### config.mk
export PLATFORM = sky130hd
export DESIGN_NAME = dmem_bus_bridge_flat
export DESIGN_NICKNAME = d
export VERILOG_FILES = /design/src/rtl/dmem_bus_bridge_pkg.sv /design/src/rtl/dmem_bus_bridge_if.sv /design/src/rtl/dmem_bus_bridge_load_extend.sv /design/src/rtl/dmem_bus_bridge.sv /design/src/flat_wrapper.sv
export SDC_FILE = /design/constraint.sdc
export NUM_CORES = 1
export LEC_CHECK = 0
export BUFFER_PORTS_ARGS = -buffer_cell sky130_fd_sc_hd__buf_4
export CAP_MARGIN = 40
export CELL_PAD_IN_SITES_DETAIL_PLACEMENT = 0
export CELL_PAD_IN_SITES_GLOBAL_PLACEMENT = 1
export CORE_ASPECT_RATIO = 1.4
export CORE_UTILIZATION = 30
export DETAILED_ROUTE_END_ITERATION = 8
export PLACE_DENSITY_LB_ADDON = 0.1
export SLEW_MARGIN = 10
export SYNTH_ARGS = -nofsm -noshare
export SYNTH_HDL_FRONTEND = slang
export SYNTH_SLANG_ARGS = --single-unit
### constraint.sdc
create_clock -name clk -period 1.8 [get_ports clk]
set_input_delay 0.27 -clock clk [delete_from_list [all_inputs] [get_ports clk]]
set_output_delay 0.27 -clock clk [all_outputs]
set_load 0.05 [all_outputs]
### src/rtl/dmem_bus_bridge_pkg.sv
// Shared types and constants for the data-memory bus bridge.
// States, funct3 access codes and the alignment helper.
package dmem_bus_bridge_pkg;

  typedef enum logic [1:0] {
    IDLE,
    REQ,
    WAIT_RSP,
    DONE
  } dmem_state_e;

  localparam logic [2:0] F3_BYTE  = 3'b000;
  localparam logic [2:0] F3_HALF  = 3'b001;
  localparam logic [2:0] F3_WORD  = 3'b010;
  localparam logic [2:0] F3_BYTEU = 3'b100;
  localparam logic [2:0] F3_HALFU = 3'b101;

  function automatic logic is_misaligned(
    input logic [2:0] f3,
    input logic [1:0] off
  );
    logic m;
    m = 1'b0;
    case (f3[1:0])
      2'b01:   m = off[0];
      2'b10:   m = |off;
      default: m = 1'b0;
    endcase
    return m;
  endfunction

endpackage

### src/rtl/dmem_bus_bridge_if.sv
// System data-bus request/response channel.
// master = bridge side, slave = memory side.
interface dmem_bus_bridge_if #(
  parameter int XLEN = 32,
  parameter int ALEN = 32
);
  logic            bus_req_valid;
  logic            bus_req_ready;
  logic [ALEN-1:0] bus_addr;
  logic            bus_we;
  logic [3:0]      bus_be;
  logic [XLEN-1:0] bus_wdata;
  logic            bus_rsp_valid;
  logic [XLEN-1:0] bus_rsp_rdata;
  logic            bus_rsp_err;

  modport master (
    output bus_req_valid, bus_addr, bus_we,
    output bus_be, bus_wdata,
    input  bus_req_ready, bus_rsp_valid,
    input  bus_rsp_rdata, bus_rsp_err
  );

  modport slave (
    input  bus_req_valid, bus_addr, bus_we,
    input  bus_be, bus_wdata,
    output bus_req_ready, bus_rsp_valid,
    output bus_rsp_rdata, bus_rsp_err
  );
endinterface

### src/rtl/dmem_bus_bridge_load_extend.sv
// Load data lane extraction and sign/zero extension.
// Purely combinational; unknown funct3 returns the full word.
module dmem_bus_bridge_load_extend
  import dmem_bus_bridge_pkg::*;
#(
  parameter int XLEN = 32
) (
  input  logic [XLEN-1:0] rdata,
  input  logic [1:0]      byte_off,
  input  logic [2:0]      funct3,
  output logic [XLEN-1:0] data
);

  logic [7:0]  b;
  logic [15:0] h;

  assign b = rdata[{byte_off, 3'b000} +: 8];
  assign h = rdata[{byte_off[1], 4'b0000} +: 16];

  // select lane and extend by access type
  always_comb begin
    data = rdata;
    case (funct3)
      F3_BYTE:  data = {{(XLEN-8){b[7]}}, b};
      F3_HALF:  data = {{(XLEN-16){h[15]}}, h};
      F3_BYTEU: data = {{(XLEN-8){1'b0}}, b};
      F3_HALFU: data = {{(XLEN-16){1'b0}}, h};
      default:  data = rdata;
    endcase
  end

endmodule

### src/rtl/dmem_bus_bridge.sv
// MEM-stage to system data bus bridge.
// Stalls the pipeline across a valid/ready request and response.
module dmem_bus_bridge
  import dmem_bus_bridge_pkg::*;
#(
  parameter int XLEN           = 32,
  parameter int ALEN           = 32,
  parameter int TIMEOUT_CYCLES = 255
) (
  input  logic            clk,
  input  logic            rst_n,
  input  logic [ALEN-1:0] dmem_addr,
  input  logic [XLEN-1:0] dmem_wdata,
  input  logic            dmem_we,
  input  logic            dmem_re,
  input  logic [3:0]      dmem_be,
  input  logic [2:0]      dmem_funct3,
  output logic            mem_stall,
  output logic            mem_done,
  output logic [XLEN-1:0] load_data,
  output logic            misaligned,
  output logic            access_fault,
  dmem_bus_bridge_if.master bus
);

  // WAIT_RSP spans TIMEOUT_CYCLES-1 cycles so that DONE
  // lands TIMEOUT_CYCLES cycles after the accepting cycle.
  localparam logic [7:0] TO_LAST = 8'(TIMEOUT_CYCLES - 2);

  dmem_state_e state_q, state_d;

  logic [ALEN-1:0] addr_q;
  logic            we_q;
  logic [3:0]      be_q;
  logic [2:0]      f3_q;
  logic [XLEN-1:0] wdata_q;
  logic [7:0]      cnt_q;
  logic [XLEN-1:0] load_q;
  logic            mis_q;
  logic            flt_q;
  logic [XLEN-1:0] ext_data;
  logic            acc;
  logic            mis_now;
  logic            timeout;

  assign acc     = dmem_we | dmem_re;
  assign mis_now = is_misaligned(dmem_funct3, dmem_addr[1:0]);
  assign timeout = (cnt_q == TO_LAST);

  dmem_bus_bridge_load_extend #(.XLEN(XLEN)) u_ext (
    .rdata    (bus.bus_rsp_rdata),
    .byte_off (addr_q[1:0]),
    .funct3   (f3_q),
    .data     (ext_data)
  );

  // state register
  always_ff @(posedge clk or negedge rst_n) begin
    if (!rst_n) state_q <= IDLE;
    else        state_q <= state_d;
  end

  // next-state logic
  always_comb begin
    state_d = state_q;
    unique case (state_q)
      IDLE: begin
        if (acc) state_d = mis_now ? DONE : REQ;
      end
      REQ: begin
        if (bus.bus_req_ready) state_d = WAIT_RSP;
      end
      WAIT_RSP: begin
        if (bus.bus_rsp_valid || timeout) state_d = DONE;
      end
      DONE:    state_d = IDLE;
      default: state_d = IDLE;
    endcase
  end

  // capture the access when it leaves IDLE for the bus
  always_ff @(posedge clk or negedge rst_n) begin
    if (!rst_n) begin
      addr_q  <= '0;
      we_q    <= 1'b0;
      be_q    <= '0;
      f3_q    <= '0;
      wdata_q <= '0;
    end else if (state_q == IDLE && acc && !mis_now) begin
      addr_q  <= dmem_addr;
      we_q    <= dmem_we;
      be_q    <= dmem_be;
      f3_q    <= dmem_funct3;
      wdata_q <= dmem_wdata << {dmem_addr[1:0], 3'b000};
    end
  end

  // response timeout counter
  always_ff @(posedge clk or negedge rst_n) begin
    if (!rst_n) begin
      cnt_q <= '0;
    end else if (state_q == REQ && bus.bus_req_ready) begin
      cnt_q <= '0;
    end else if (state_q == WAIT_RSP) begin
      cnt_q <= cnt_q + 8'd1;
    end
  end

  // result and fault registers, held until the next access
  always_ff @(posedge clk or negedge rst_n) begin
    if (!rst_n) begin
      load_q <= '0;
      mis_q  <= 1'b0;
      flt_q  <= 1'b0;
    end else if (state_q == IDLE && acc) begin
      load_q <= '0;
      mis_q  <= mis_now;
      flt_q  <= 1'b0;
    end else if (state_q == WAIT_RSP) begin
      if (bus.bus_rsp_valid) begin
        if (bus.bus_rsp_err) flt_q  <= 1'b1;
        else if (!we_q)      load_q <= ext_data;
      end else if (timeout) begin
        flt_q <= 1'b1;
      end
    end
  end

  assign bus.bus_req_valid = (state_q == REQ);
  assign bus.bus_addr      = {addr_q[ALEN-1:2], 2'b00};
  assign bus.bus_we        = we_q;
  assign bus.bus_be        = be_q;
  assign bus.bus_wdata     = wdata_q;

  assign mem_stall    = (state_q == IDLE && acc)
                     || (state_q == REQ)
                     || (state_q == WAIT_RSP);
  assign mem_done     = (state_q == DONE);
  assign load_data    = load_q;
  assign misaligned   = mis_q;
  assign access_fault = flt_q;

endmodule

### src/flat_wrapper.sv
// flat-port wrapper written by rule: the top's interface ports become plain ports
module dmem_bus_bridge_flat import dmem_bus_bridge_pkg::*;
#(
  parameter int XLEN           = 32,
  parameter int ALEN           = 32,
  parameter int TIMEOUT_CYCLES = 255
)
  (clk, rst_n, dmem_addr, dmem_wdata, dmem_we, dmem_re, dmem_be, dmem_funct3, mem_stall, mem_done, load_data, misaligned, access_fault, bus_bus_req_valid, bus_bus_addr, bus_bus_we, bus_bus_be, bus_bus_wdata, bus_bus_req_ready, bus_bus_rsp_valid, bus_bus_rsp_rdata, bus_bus_rsp_err);
  dmem_bus_bridge_if #(.XLEN(XLEN), .ALEN(ALEN)) bus_i ();
  input  logic clk;
  input  logic rst_n;
  input  logic [ALEN-1:0] dmem_addr;
  input  logic [XLEN-1:0] dmem_wdata;
  input  logic dmem_we;
  input  logic dmem_re;
  input  logic [3:0] dmem_be;
  input  logic [2:0] dmem_funct3;
  output logic mem_stall;
  output logic mem_done;
  output logic [XLEN-1:0] load_data;
  output logic misaligned;
  output logic access_fault;
  output wire logic [$bits(bus_i.bus_req_valid)-1:0] bus_bus_req_valid;
  output wire logic [$bits(bus_i.bus_addr)-1:0] bus_bus_addr;
  output wire logic [$bits(bus_i.bus_we)-1:0] bus_bus_we;
  output wire logic [$bits(bus_i.bus_be)-1:0] bus_bus_be;
  output wire logic [$bits(bus_i.bus_wdata)-1:0] bus_bus_wdata;
  input wire logic [$bits(bus_i.bus_req_ready)-1:0] bus_bus_req_ready;
  input wire logic [$bits(bus_i.bus_rsp_valid)-1:0] bus_bus_rsp_valid;
  input wire logic [$bits(bus_i.bus_rsp_rdata)-1:0] bus_bus_rsp_rdata;
  input wire logic [$bits(bus_i.bus_rsp_err)-1:0] bus_bus_rsp_err;
  assign bus_bus_req_valid = bus_i.bus_req_valid;
  assign bus_bus_addr = bus_i.bus_addr;
  assign bus_bus_we = bus_i.bus_we;
  assign bus_bus_be = bus_i.bus_be;
  assign bus_bus_wdata = bus_i.bus_wdata;
  assign bus_i.bus_req_ready = bus_bus_req_ready;
  assign bus_i.bus_rsp_valid = bus_bus_rsp_valid;
  assign bus_i.bus_rsp_rdata = bus_bus_rsp_rdata;
  assign bus_i.bus_rsp_err = bus_bus_rsp_err;
  dmem_bus_bridge #(.XLEN(XLEN), .ALEN(ALEN), .TIMEOUT_CYCLES(TIMEOUT_CYCLES)) u_core (.clk(clk), .rst_n(rst_n), .dmem_addr(dmem_addr), .dmem_wdata(dmem_wdata), .dmem_we(dmem_we), .dmem_re(dmem_re), .dmem_be(dmem_be), .dmem_funct3(dmem_funct3), .mem_stall(mem_stall), .mem_done(mem_done), .load_data(load_data), .misaligned(misaligned), .access_fault(access_fault), .bus(bus_i));
endmodule
==> results_dict.tcl <==
set metrics [dict create \
    status "finished, violations left" \
    cts.clk_slew.worst_paths_ns 0.06 \
    routabilityCongestion 0.7884 \
    cts-buffers-inserted 17 \
    total_leakage_power_uw 0.004206 \
    crit_type "flip-flop to primary output" \
    pwr_density_cell_nw_per_um2 2041 \
    grt_max_degree 65 \
    crit_path_end_kind "primary output" \
    hold_violations 0 \
    path_cells "inv_2 > ha_2 > buf_6 > or3_4 > buf_8" \
    combPwrFrac_pct 55.1 \
    wl_mm 17.34 \
    synthSimpleGateAreaFrac_pct 10.01 \
    ys_ff_latch 116 \
    io_pins 216 \
    stdcell_count 1021 \
    fin_crit_ns 1.979 \
    avgRoutedWirePerCell_um 16.99 \
    synth_compound_area_share_pct 14.60 \
    register_area_sq_um 2903 \
    portBuffers 213 \
    fillers 2005 \
    synthAdderAreaFrac_pct 1.805 \
    synthesis.area_sq_um 6237 \
    final_nets 871 \
    synthMuxAreaShare_pct 17.55 \
    cts-root-buf "clkbuf_16" \
    core_sq_um 20480 \
    dp_cells 982 \
    postRouteAntennaNets 0 \
    drtIter0Drc 195 \
    design_area_sq_um 8788 \
    grt_pass1_vias 5103 \
    cts_tree "done" \
    antenna_cells 0 \
    timing.fmax_mhz 505.3 \
    slew_headroom_pct 62.44 \
    clkPwrFrac_pct 19.6 \
    multiInputGateArea_sq_um 2922 \
    area_growth_pct 40.90 \
    die_area_sq_um 21380 \
    fin_crit_sh_pct 109.9 \
    antenna_found_initial 0 \
    drive_above_1_share_pct 49.28 \
    setup_viol 1 \
    peakVddDrop_v 0.0008379 \
    worst-path-max-fanout 5 \
    die_w_um 123.9 \
    synth-seq-area-share_pct 46.54 \
    start_util_pct 30.46 \
    ys_warn_count 0 \
    finalWorstSetupSlack_ns -0.1789 \
    p_int_uw 9726 \
    arrival_ns 1.71 \
    total_power_uw 17930 \
    clock-sinks 116 \
    grt_pass1_wl_mm 27.70 \
    vias 4930 \
    track_usage_pct 16.73 \
    drv_cap 0 \
    h-tree-depth 4 \
    synth_xor_area_share_pct 0.8425 \
    dpl_cell_area_sq_um 7988 \
    ys_types 51 \
    reg2reg_slack_ns 0.04 \
    syn_avg_cell_area_sq_um 11.16 \
    synth_ff_type "dfrtp_1" \
    overflow 0 \
    synth_top_family_by_area "multiplexers" \
    rows 62 \
    p_seq_share_pct 25.3 \
    die_h_um 172.6 \
    drt_pass1_iterations 4 \
    syn-instance-count 559 \
    startpoint_type "flip-flop" \
    async_reset_ff_share_pct 100.0 \
    cp.required_ns 1.53 \
    slowest_stage "or3_4" \
    cts_buffer_depth 2 \
    routed_via_density 4.829 \
    synth-edff-count 0 \
    min_path_type "input port to flip-flop" \
    place_hpwl_mm 12.86 \
    violations "negative setup slack" \
    max_stage_delay_ns 0.39 \
    worst_clock_skew_ns 0.008996 \
    rsz0062_at_grt "true" \
    insertion_delay_ns 0.41 \
    switchingPower_uw 8209 \
    tightest_slew_ns 0.5634 \
    slew_viol_final 0 \
    p_sw_share_pct 45.77 \
    drc 0 \
]
## synthesized netlist by cell type (all sizes together) (11+ instances only)
cell type	n	share of area, %
o21ai	34	2.7
nand2b	18	1.8
a21oi	21	2.0
buf	56	6.5
nand2	47	2.9
dfrtp	116	47
mux2	67	15
mux2i	19	3.0
clkbuf	17	1.0
nor2b	11	1.1
nor2	15	0.98
inv	17	1.0
a22o	17	2.4
## cell usage in the layout (no fill, tap or decap), types with 3 or more instances in the layout
master	count
a21oi_1	19
clkinv_4	4
nor2_1	13
inv_1	15
a221oi_2	5
ha_1	6
o21ai_0	32
mux2i_1	19
a31o_2	7
o211ai_1	7
a22o_1	17
nand2b_1	18
dfrtp_1	116
inv_6	3
xor2_1	5
nand4_1	3
nor3_1	9
nand2_1	45
nor2b_1	10
mux2_4	40
bufinv_16	3
o41ai_1	8
mux2_2	27
buf_4	234
buf_12	8
nand3b_1	8
o31ai_1	9
a211oi_1	8
clkbuf_16	17
## registers in the layout, summed over array words and instances (netlist names)
name and flops:
u_core.f3_q 3, u_core.misaligned 1, u_core.addr_q 32, u_core.load_data 32, u_core.cnt_q 8, u_core.bus.bus_be 4
u_core.access_fault 1, u_core.state_q 2, u_core.bus.bus_wdata 32, u_core.bus.bus_we 1
## routing by layer
layer | vias to the layer above | routed length [um] | global-route usage, % | share of wire [%]
met2 | 164 | 8820 | 27.78 | 51
met4 | 0 | 364 | 6.074 | 2.1
met1 | 2398 | 7064 | 20.37 | 41
li1 | 2347 | - | - | -
met3 | 21 | 1094 | 4.551 | 6.3
met5 | - | 0 | 0 | 0
## power by group through the flow
| stage | Clock, uW | Sequential, uW | Combinational [uW] |
|---|---|---|---|
| after floorplan | 0 | 6580 | 5150 |
| after global placement | 0 | 4540 | 9620 |
| after detailed placement | 0 | 4570 | 9700 |
| after CTS | 3620 | 4550 | 9950 |
| after global routing | 3740 | 4710 | 10400 |
| final | 3520 | 4540 | 9870 |
## final timing paths
check,start,end,cells after the start
worst min-delay path,dmem_addr[5],u_core.addr_q[5]$_DFFE_PN0P_,2
max in group asynchronous,rst_n,u_core.bus.bus_wdata[4]$_DFFE_PN0P_,3
worst max-delay path,u_core.state_q[0]$_DFFE_PN0P_,mem_stall,5
worst max register to register,u_core.state_q[0]$_DFFE_PN0P_,u_core.cnt_q[7]$_DFFE_PN0P_,7
min in group asynchronous,rst_n,u_core.load_data[21]$_DFFE_PN0P_,3
worst min register to register,u_core.misaligned$_DFFE_PN0P_,u_core.misaligned$_DFFE_PN0P_,2
## cells by family after synthesis
| logic type | count (synthesis) |
|---|---|
| AO/OA/AOI/OAI | 129 |
| AND/OR/NAND/NOR | 122 |
| flip-flops | 116 |
| buffers and inverters | 90 |
| multiplexers | 86 |
| adder cells (fa/ha/maj) | 9 |
| XOR/XNOR | 6 |
| other | 1 |
## final cells by class
class | instances | share of cell area, %
inverter | 17 | 0.7261
tap | 256 | 3.645
clock buffer | 18 | 4.997
multi-input combinational | 354 | 33.24
clock inverter | 14 | 2.007
timing repair buffer | 246 | 22.35
sequential | 116 | 33.03
## critical path: cells and delay by family (launching register included)
family,cells,cell delay (ns)
fa+ha+maj,1,0.19
buf+inv,3,0.36
flops,1,0.36
simple gates,1,0.39
## through the flow
stage                     utilization, %  TNS, ns  worst slack, ns  hold WS (ns)
final                              42.91  -0.1789          -0.1789       0.08451
after floorplan                        -        0         0.001715      -0.02559
after CTS                          42.68  -0.1977          -0.1977       0.06044
after detailed placement           39.00  -0.5031         -0.04385        0.3018
after global placement             39.00        0          0.01898        0.3008
after global routing               42.91  -0.2955          -0.2304       0.06687
## timing repair
item | in CTS | in global routing
hold buffers | 1 | 0
buffers inserted | 5 | 1
resized for setup | 19 | 8
pin swaps | 2 | 0
endpoints found under the setup margin | 24 | 30
endpoints found under the hold margin | 116 | 0
(Power assumes the default switching activity.)
